### src/rtl/psum_pkg.sv
// Shared parameters, drain FSM encodings and the per-lane requantisation helper
// used by the psum_gbf drain path.
package psum_pkg;

    localparam int DATA_BITWIDTH      = 16;
    localparam int GBF_DATA_BITWIDTH  = 512;
    localparam int OUT_BITWIDTH       = 8;
    localparam int GBF_ADDR_BITWIDTH  = 5;
    localparam int SRAM_ADDR_BITWIDTH = 12;
    localparam int FIFO_DEPTH         = 4;

    localparam int LANES             = GBF_DATA_BITWIDTH / DATA_BITWIDTH;
    localparam int OUT_DATA_BITWIDTH = LANES * OUT_BITWIDTH;
    localparam int TILE_BITWIDTH     = SRAM_ADDR_BITWIDTH - GBF_ADDR_BITWIDTH;
    localparam int FIFO_WIDTH        = SRAM_ADDR_BITWIDTH + OUT_DATA_BITWIDTH;

    typedef enum logic [1:0] {
        DRAIN_IDLE = 2'd0,
        DRAIN_RUN  = 2'd1,
        DRAIN_DONE = 2'd2
    } drain_state_e;

    // Arithmetic shift, optional ReLU, then clamp into the signed 8-bit range.
    function automatic logic [OUT_BITWIDTH-1:0] sat_shift(
        input logic signed [DATA_BITWIDTH-1:0] lane,
        input logic        [3:0]               shift,
        input logic                            relu_en
    );
        logic signed [DATA_BITWIDTH-1:0] v;
        logic        [OUT_BITWIDTH-1:0]  res;
        v = lane >>> shift;
        if (relu_en && (v < 16'sd0)) begin
            v = 16'sd0;
        end else begin
            v = v;
        end
        if (v > 16'sd127) begin
            res = 8'h7F;
        end else if (v < -16'sd128) begin
            res = 8'h80;
        end else begin
            res = v[OUT_BITWIDTH-1:0];
        end
        return res;
    endfunction

endpackage

### src/rtl/psum_gbf_drain_if.sv
// Valid/ready stream from the drain FIFO head to the output-activation SRAM writer.
interface psum_gbf_drain_if;
    import psum_pkg::*;

    logic                          out_valid;
    logic                          out_ready;
    logic [SRAM_ADDR_BITWIDTH-1:0] out_addr;
    logic [OUT_DATA_BITWIDTH-1:0]  out_data;

    modport master (output out_valid, output out_addr, output out_data, input out_ready);
    modport slave  (input out_valid, input out_addr, input out_data, output out_ready);

endinterface

### src/rtl/sync_fifo.sv
// Single-clock FIFO with synchronous flush; a pop frees its slot for a push in the same cycle.
module sync_fifo #(
    parameter int WIDTH = 8,
    parameter int DEPTH = 4
) (
    input  logic                     clk,
    input  logic                     reset,
    input  logic                     flush,
    input  logic                     push,
    input  logic [WIDTH-1:0]         push_data,
    input  logic                     pop,
    output logic [WIDTH-1:0]         pop_data,
    output logic                     full,
    output logic                     empty,
    output logic [$clog2(DEPTH):0]   count
);
    localparam int PW = $clog2(DEPTH);
    localparam logic [PW-1:0] PTR_ONE   = PW'(1);
    localparam logic [PW:0]   CNT_ONE   = (PW + 1)'(1);
    localparam logic [PW:0]   CNT_DEPTH = (PW + 1)'(DEPTH);

    logic [WIDTH-1:0] mem_r [DEPTH];
    logic [PW-1:0]    wr_ptr_r;
    logic [PW-1:0]    rd_ptr_r;
    logic [PW:0]      count_r;
    logic             do_pop_s;
    logic             do_push_s;

    assign do_pop_s  = pop && (count_r != '0);
    assign do_push_s = push && ((count_r != CNT_DEPTH) || do_pop_s);

    assign pop_data = mem_r[rd_ptr_r];
    assign full     = (count_r == CNT_DEPTH);
    assign empty    = (count_r == '0);
    assign count    = count_r;

    // Storage, pointers and occupancy.
    always_ff @(posedge clk or posedge reset) begin
        if (reset) begin
            mem_r    <= '{default: '0};
            wr_ptr_r <= '0;
            rd_ptr_r <= '0;
            count_r  <= '0;
        end else if (flush) begin
            wr_ptr_r <= '0;
            rd_ptr_r <= '0;
            count_r  <= '0;
        end else begin
            if (do_push_s) begin
                mem_r[wr_ptr_r] <= push_data;
                wr_ptr_r        <= wr_ptr_r + PTR_ONE;
            end
            if (do_pop_s) begin
                rd_ptr_r <= rd_ptr_r + PTR_ONE;
            end
            case ({do_push_s, do_pop_s})
                2'b10:   count_r <= count_r + CNT_ONE;
                2'b01:   count_r <= count_r - CNT_ONE;
                default: count_r <= count_r;
            endcase
        end
    end

endmodule

### src/rtl/psum_gbf_drain.sv
// Captures psum_gbf rows during the su_adder drain, requantises each lane and queues
// the packed rows for the output-activation SRAM writer.
module psum_gbf_drain
    import psum_pkg::*;
(
    input  logic                          clk,
    input  logic                          reset,
    input  logic [SRAM_ADDR_BITWIDTH-1:0] cfg_base_addr,
    input  logic [3:0]                    cfg_shift,
    input  logic                          cfg_relu_en,
    input  logic                          start,
    input  logic                          gbf_r_en,
    input  logic [GBF_ADDR_BITWIDTH-1:0]  gbf_r_addr,
    input  logic [GBF_DATA_BITWIDTH-1:0]  gbf_r_data,
    input  logic                          conv_finish,
    psum_gbf_drain_if.master              out_if,
    output logic                          tile_done,
    output logic                          conv_done,
    output logic                          overflow
);
    localparam int CNT_W = $clog2(FIFO_DEPTH) + 1;
    localparam logic [TILE_BITWIDTH-1:0] TILE_ONE = TILE_BITWIDTH'(1);

    drain_state_e                  state_r;
    logic [SRAM_ADDR_BITWIDTH-1:0] cfg_base_r;
    logic [3:0]                    cfg_shift_r;
    logic                          cfg_relu_r;
    logic                          armed_r;
    logic [GBF_ADDR_BITWIDTH-1:0]  last_addr_r;
    logic                          cap_valid_r;
    logic [GBF_ADDR_BITWIDTH-1:0]  cap_addr_r;
    logic                          p1_valid_r;
    logic [GBF_ADDR_BITWIDTH-1:0]  p1_addr_r;
    logic [GBF_DATA_BITWIDTH-1:0]  p1_data_r;
    logic [TILE_BITWIDTH-1:0]      tile_cnt_r;
    logic                          tile_done_r;
    logic                          conv_done_r;
    logic                          overflow_r;

    logic                          cap_s;
    logic                          row_last_s;
    logic                          pop_s;
    logic                          push_s;
    logic                          drop_s;
    logic [SRAM_ADDR_BITWIDTH-1:0] p2_addr_s;
    logic [OUT_DATA_BITWIDTH-1:0]  p2_data_s;
    logic [FIFO_WIDTH-1:0]         fifo_rdata_s;
    logic                          fifo_full_s;
    logic                          fifo_empty_s;
    logic [CNT_W-1:0]              fifo_count_s;

    // A held address shows up twice; only a change (or the first read after re-arm) is a new row.
    assign cap_s      = (state_r == DRAIN_RUN) && gbf_r_en && (!armed_r || (gbf_r_addr != last_addr_r));
    assign row_last_s = p1_valid_r && (p1_addr_r == {GBF_ADDR_BITWIDTH{1'b1}});
    assign pop_s      = out_if.out_valid && out_if.out_ready;
    assign push_s     = p1_valid_r && (!fifo_full_s || pop_s);
    assign drop_s     = p1_valid_r && !push_s;
    assign p2_addr_s  = cfg_base_r + {tile_cnt_r, p1_addr_r};

    // P2: per-lane shift / ReLU / saturate of the registered row.
    always_comb begin
        p2_data_s = '0;
        for (int i = 0; i < LANES; i++) begin
            p2_data_s[i*OUT_BITWIDTH +: OUT_BITWIDTH] =
                sat_shift($signed(p1_data_r[i*DATA_BITWIDTH +: DATA_BITWIDTH]), cfg_shift_r, cfg_relu_r);
        end
    end

    sync_fifo #(
        .WIDTH (FIFO_WIDTH),
        .DEPTH (FIFO_DEPTH)
    ) u_fifo (
        .clk       (clk),
        .reset     (reset),
        .flush     (start),
        .push      (push_s),
        .push_data ({p2_addr_s, p2_data_s}),
        .pop       (pop_s),
        .pop_data  (fifo_rdata_s),
        .full      (fifo_full_s),
        .empty     (fifo_empty_s),
        .count     (fifo_count_s)
    );

    assign out_if.out_valid = !fifo_empty_s;
    assign out_if.out_addr  = fifo_rdata_s[FIFO_WIDTH-1 -: SRAM_ADDR_BITWIDTH];
    assign out_if.out_data  = fifo_rdata_s[OUT_DATA_BITWIDTH-1:0];
    assign tile_done        = tile_done_r;
    assign conv_done        = conv_done_r;
    assign overflow         = overflow_r;

    // Drain FSM, dedupe tracking, P1 pipeline, tile counter and status flags.
    always_ff @(posedge clk or posedge reset) begin
        if (reset) begin
            state_r     <= DRAIN_IDLE;
            cfg_base_r  <= '0;
            cfg_shift_r <= 4'd0;
            cfg_relu_r  <= 1'b0;
            armed_r     <= 1'b0;
            last_addr_r <= '0;
            cap_valid_r <= 1'b0;
            cap_addr_r  <= '0;
            p1_valid_r  <= 1'b0;
            p1_addr_r   <= '0;
            p1_data_r   <= '0;
            tile_cnt_r  <= '0;
            tile_done_r <= 1'b0;
            conv_done_r <= 1'b0;
            overflow_r  <= 1'b0;
        end else if (start) begin
            state_r     <= DRAIN_RUN;
            cfg_base_r  <= cfg_base_addr;
            cfg_shift_r <= cfg_shift;
            cfg_relu_r  <= cfg_relu_en;
            armed_r     <= 1'b0;
            cap_valid_r <= 1'b0;
            p1_valid_r  <= 1'b0;
            tile_cnt_r  <= '0;
            tile_done_r <= 1'b0;
            conv_done_r <= 1'b0;
            overflow_r  <= 1'b0;
        end else begin
            cap_valid_r <= cap_s;
            p1_valid_r  <= cap_valid_r;
            tile_done_r <= 1'b0;
            if (cap_s) begin
                cap_addr_r  <= gbf_r_addr;
                last_addr_r <= gbf_r_addr;
                armed_r     <= 1'b1;
            end else if (row_last_s) begin
                armed_r     <= 1'b0;
            end
            if (cap_valid_r) begin
                p1_addr_r <= cap_addr_r;
                p1_data_r <= gbf_r_data;
            end
            // A dropped last row still closes the tile so later addresses stay aligned.
            if (row_last_s) begin
                tile_cnt_r  <= tile_cnt_r + TILE_ONE;
                tile_done_r <= push_s;
            end
            if (drop_s) begin
                overflow_r <= 1'b1;
            end
            case (state_r)
                DRAIN_RUN: begin
                    if (conv_finish && (fifo_count_s == '0) && !cap_valid_r && !p1_valid_r) begin
                        state_r     <= DRAIN_DONE;
                        conv_done_r <= 1'b1;
                    end
                end
                DRAIN_IDLE: state_r <= DRAIN_IDLE;
                DRAIN_DONE: state_r <= DRAIN_DONE;
                default:    state_r <= DRAIN_IDLE;
            endcase
        end
    end

endmodule

### src/flat_wrapper.sv
// flat-port wrapper written by rule: the top's interface ports become plain ports
module psum_gbf_drain_flat import psum_pkg::*;
  (clk, reset, cfg_base_addr, cfg_shift, cfg_relu_en, start, gbf_r_en, gbf_r_addr, gbf_r_data, conv_finish, tile_done, conv_done, overflow, out_if_out_valid, out_if_out_addr, out_if_out_data, out_if_out_ready);
  psum_gbf_drain_if out_if_i ();
  input  logic clk;
  input  logic reset;
  input  logic [SRAM_ADDR_BITWIDTH-1:0] cfg_base_addr;
  input  logic [3:0] cfg_shift;
  input  logic cfg_relu_en;
  input  logic start;
  input  logic gbf_r_en;
  input  logic [GBF_ADDR_BITWIDTH-1:0] gbf_r_addr;
  input  logic [GBF_DATA_BITWIDTH-1:0] gbf_r_data;
  input  logic conv_finish;
  output logic tile_done;
  output logic conv_done;
  output logic overflow;
  output wire logic [$bits(out_if_i.out_valid)-1:0] out_if_out_valid;
  output wire logic [$bits(out_if_i.out_addr)-1:0] out_if_out_addr;
  output wire logic [$bits(out_if_i.out_data)-1:0] out_if_out_data;
  input wire logic [$bits(out_if_i.out_ready)-1:0] out_if_out_ready;
  assign out_if_out_valid = out_if_i.out_valid;
  assign out_if_out_addr = out_if_i.out_addr;
  assign out_if_out_data = out_if_i.out_data;
  assign out_if_i.out_ready = out_if_out_ready;
  psum_gbf_drain u_core (.clk(clk), .reset(reset), .cfg_base_addr(cfg_base_addr), .cfg_shift(cfg_shift), .cfg_relu_en(cfg_relu_en), .start(start), .gbf_r_en(gbf_r_en), .gbf_r_addr(gbf_r_addr), .gbf_r_data(gbf_r_data), .conv_finish(conv_finish), .out_if(out_if_i), .tile_done(tile_done), .conv_done(conv_done), .overflow(overflow));
endmodule
### config.mk
export PLATFORM = sky130hd
export DESIGN_NAME = psum_gbf_drain_flat
export DESIGN_NICKNAME = d
export VERILOG_FILES = /design/src/rtl/psum_pkg.sv /design/src/rtl/psum_gbf_drain_if.sv /design/src/rtl/sync_fifo.sv /design/src/rtl/psum_gbf_drain.sv /design/src/flat_wrapper.sv
export SDC_FILE = /design/constraint.sdc
export NUM_CORES = 2
export LEC_CHECK = 0
export CAP_MARGIN = 20
export CORE_ASPECT_RATIO = 0.6
export CORE_MARGIN = 8
export CORE_UTILIZATION = 55
export DETAILED_ROUTE_END_ITERATION = 16
export PLACE_DENSITY_LB_ADDON = 0.05
export SYNTH_ARGS = -nofsm -noshare
export SYNTH_HDL_FRONTEND = slang
export SYNTH_SLANG_ARGS = --single-unit
### constraint.sdc
create_clock -name clk -period 67.6 [get_ports clk]
set_clock_uncertainty 0.05 [all_clocks]
set_input_delay 13.52 -clock clk [delete_from_list [all_inputs] [get_ports clk]]
set_output_delay 13.52 -clock clk [all_outputs]
set_load 0.02 [all_outputs]
==> impl_metrics.csv <==
group,metric,value,unit
synthesis,ys_ff_latch,1633,
clock_tree,post_cts_buffers,0,
floorplanning,dieArea,181000,um^2
flow_run,drv_cap,0,
synthesis,synth.net_count,8291,
status,run_status,"finished, final reports clean",
timing,rsz0062_at_grt,"false",
setup_path,crit_slowest_cell,"dfrtp_4",
grt,antenna_found_initial,54,
finish,finalNetCount,8712,
grt,grt_use_total,32.9,%
setup_path,reg2reg_slack,61320,ps
finish,fin_cells,10543,
detailed_routing,drtIter0Drc,7757,
placed_design,hpwl,213000,um
clock_tree,clock_latency,810,ps
synthesis,synth_async_sr_flop_share,100,%
timing,hold_viol,0,
synthesis,synth_flop_cell,"dfrtp_1",
synthesis,synth-compound-area-share,11.1,%
finish,multi_input_area,47800,um^2
synthesis,synth_cell_types,96,
setup_path,r2r_end,"u_core.u_fifo.mem_r[51]",
setup_path,worst_ep_arrival_time,5660,ps
synthesis,synth_largest_area_cell,"dfrtp_1",
synthesis,seq_area_frac_synth,44.5,%
placed_design,gp_congestion,0.933,
detailed_routing,dr_total_vias,69385,
timing,finalWorstSetupSlack,48370,ps
setup_path,worst-setup-path-type,"flop to primary output",
setup_path,cp-end-kind,"primary output",
setup_path,cp-startpoint,"u_core.u_fifo.rd_ptr_r[1]",
setup_path,cp.required,54030,ps
grt,grt_overflow,0,
timing,maxSlewHeadroom,24.5,%
worst_hold_path,min_path_type,"flop to flop",
setup_path,cp_common_cell,"buf_4",
finish,seqCellArea,40900,um^2
worst_hold_path,whs_path_depth,2,
timing,final.min_clock_period,19230,ps
clock_tree,cts_tree,"built",
timing,final_max_slew_viol_count,0,
floorplanning,die_h,333,um
placed_design,dp_cells,10221,
synthesis,synthCells,7732,
worst_hold_path,hold_end,"u_core.u_fifo.mem_r[169]",
setup_path,slowest_delay,880,ps
clock_tree,cts-root-buf,"clkbuf_16",
floorplanning,num_rows,116,
synthesis,synth_most_common_cell,"dfrtp_1",
clock_tree,cts_made_buffers,166,
finish,drive_gt1_share,26.9,%
floorplanning,coreArea,166000,um^2
clock_tree,path_clk_slew,60,ps
timing,max_freq,52.0,MHz
timing,worst_pin_slew,1130,ps
setup_path,timing.rr.start,"u_core.cfg_shift_r[0]",
grt,grt_max_degree,187,
detailed_routing,drcViolationCount,0,
placed_design,pre_cts_slack,47350,ps
grt,grt_pass1_wl,456000,um
synthesis,synthTopCellsByArea,"dfrtp_1, mux4_2, mux2_2",
setup_path,startpoint_type,"flop",
clock_tree,hold_buffers,0,
setup_path,worstPathBufferInverterCount,5,
finish,n_fill_cell,12834,
floorplanning,ios,812,
power,p_per_area,37.8,nW/um^2
detailed_routing,first_pass_iters,7,
grt,grt_pass1_vias,67584,
floorplanning,initial_core_util,55.3,%
timing,tns,0,ps
synthesis,synth_top_family_by_area,"multiplexers",
synthesis,synth_mux_area_share,32.2,%
power,p_leak,44.4,nW
synthesis,synth_edf_count,0,
setup_path,critical-path-top-delay-family,"buffers and inverters",
synthesis,yosys-top-cells-count,"dfrtp_1, mux2_2, nand2_1",
detailed_routing,antenna_left,0,
detailed_routing,wirelength,304000,um
setup_path,crit_chain,"buf_4, buf_4, buf_4, buf_4, mux4_2, clkdlybuf4s50_1",
synthesis,synth_simple_gate_area_share,8.16,%
synthesis,synth_area,91900,um^2
synthesis,synth_fa_ha_area_share,0.275,%
detailed_routing,viasPerCell,6.58,
setup_path,rr_worst_depth,10,
worst_hold_path,min-delay-start,"u_core.u_fifo.mem_r[169]",
clock_tree,cts_max_path_buffers,4,
synthesis,yosys.area.top_type_share,44.5,%
power,power.total,4.03,mW
power,ir_drop,0.0000232,V
synthesis,ys_warn_count,0,
timing,fin_crit_sh,28.4,%
clock_tree,clkSinkCount,1633,
timing,setup_violations,0,
placed_design,port-buffer-count,811,
clock_tree,htree_levels,4,
timing,holdWs,424,ps
detailed_routing,wl_per_cell,28.8,um
clock_tree,cts_resized,0,
setup_path,crit_path_max_fanout,41,
synthesis,syn_avg_cell_area,11.9,um^2
floorplanning,die_w,544,um
synthesis,synth-xor-area-share,0.229,%
finish,area_delta_synth_final,16.0,%
==> per-stage QoR <==
stage	cell area, um^2	util (%)
after floorplan	91900	-
after global placement	101000	60.6
after detailed placement	101000	60.6
after CTS	106000	64.0
after global routing	107000	64.1
final	107000	64.1
==> cells in the final DEF (no fill, tap or decap), types with 23 or more instances in the layout <==
cell type,Yosys,final
a21o_1,24,24
clkbuf_8,0,45
a211oi_1,91,91
o21ai_0,746,746
nor3_1,60,57
buf_4,45,93
and2_1,46,46
nor2_1,263,259
dfrtp_1,1633,1626
mux2i_1,176,176
o21a_1,54,54
a22oi_1,30,30
mux2_2,1108,1108
nor2b_1,28,25
a31oi_1,50,50
and3_1,42,42
mux4_2,658,658
clkbuf_16,0,169
nand3_1,75,75
nand2_1,1032,1028
clkdlybuf4s50_1,0,810
nand2b_1,71,71
o21ai_1,37,37
clkbuf_1,401,35
diode_2,0,26
or2_2,25,23
a21oi_1,229,229
o211ai_1,83,83
inv_1,58,55
==> registers in the layout (all words and copies together), names as in the netlist, 2 cells and up <==
name	cells
u_core.tile_cnt_r	7
u_core.cfg_shift_r	4
u_core.u_fifo.rd_ptr_r	2
u_core.p1_data_r	512
u_core.p1_addr_r	5
u_core.u_fifo.count	3
u_core.cfg_base_r	12
u_core.u_fifo.wr_ptr_r	2
u_core.last_addr_r	5
u_core.state_r	2
u_core.u_fifo.mem_r	1072
==> per-layer routing <==
layer / track usage, % / up-vias / part of all wire (%)
met2: 45.8 / 3419 / 43
met5: 0.636 / - / 0.079
met3: 9.63 / 490 / 11
met4: 10.6 / 14 / 3.3
met1: 49.4 / 35622 / 43
li1: - / 29840 / -
==> cell type report <==
type | instances | share of cell area [%]
multi-input combinational | 5368 | 44.8
clock inverter | 41 | 0.586
antenna | 26 | 0.0610
clock buffer | 249 | 4.67
inverter | 61 | 0.242
tap | 2242 | 2.63
timing repair buffer | 923 | 8.62
sequential | 1633 | 38.3
==> how the worst max path moves through the flow <==
stage,slack [ps],to,depth (start not counted)
finish,48370,out_if_out_data[179],6
global route,47420,u_core.cfg_shift_r[0],8
CTS,48140,out_if_out_data[179],6
detailed placement,47350,u_core.u_fifo.rd_ptr_r[0],8
global placement,47490,u_core.u_fifo.rd_ptr_r[0],8
floorplan,7950,u_core.armed_r,1
==> worst reg2reg max path: cells and delay by family (launching register included) <==
kind	cells	cell delay, ps
AOI/OAI and AO/OA	2	440
and+or+nand+nor	2	920
muxes	2	1070
buffers and inverters	4	2770
DFF	1	920
==> kinds of logic after synthesis <==
logic type	count (synthesis)
buffers and inverters	731
multiplexers	1961
adder cells (fa/ha/maj)	19
AND/OR/NAND/NOR	1729
AO/OA/AOI/OAI	1635
XOR/XNOR	24
flip-flops	1633
==> where the power goes <==
group | switching (mW) | internal (mW)
Clock | 0.399 | 0.563
Sequential | 0.259 | 1.18
Combinational | 0.865 | 0.767
No activity file was read; power rests on OpenSTA's default activity.
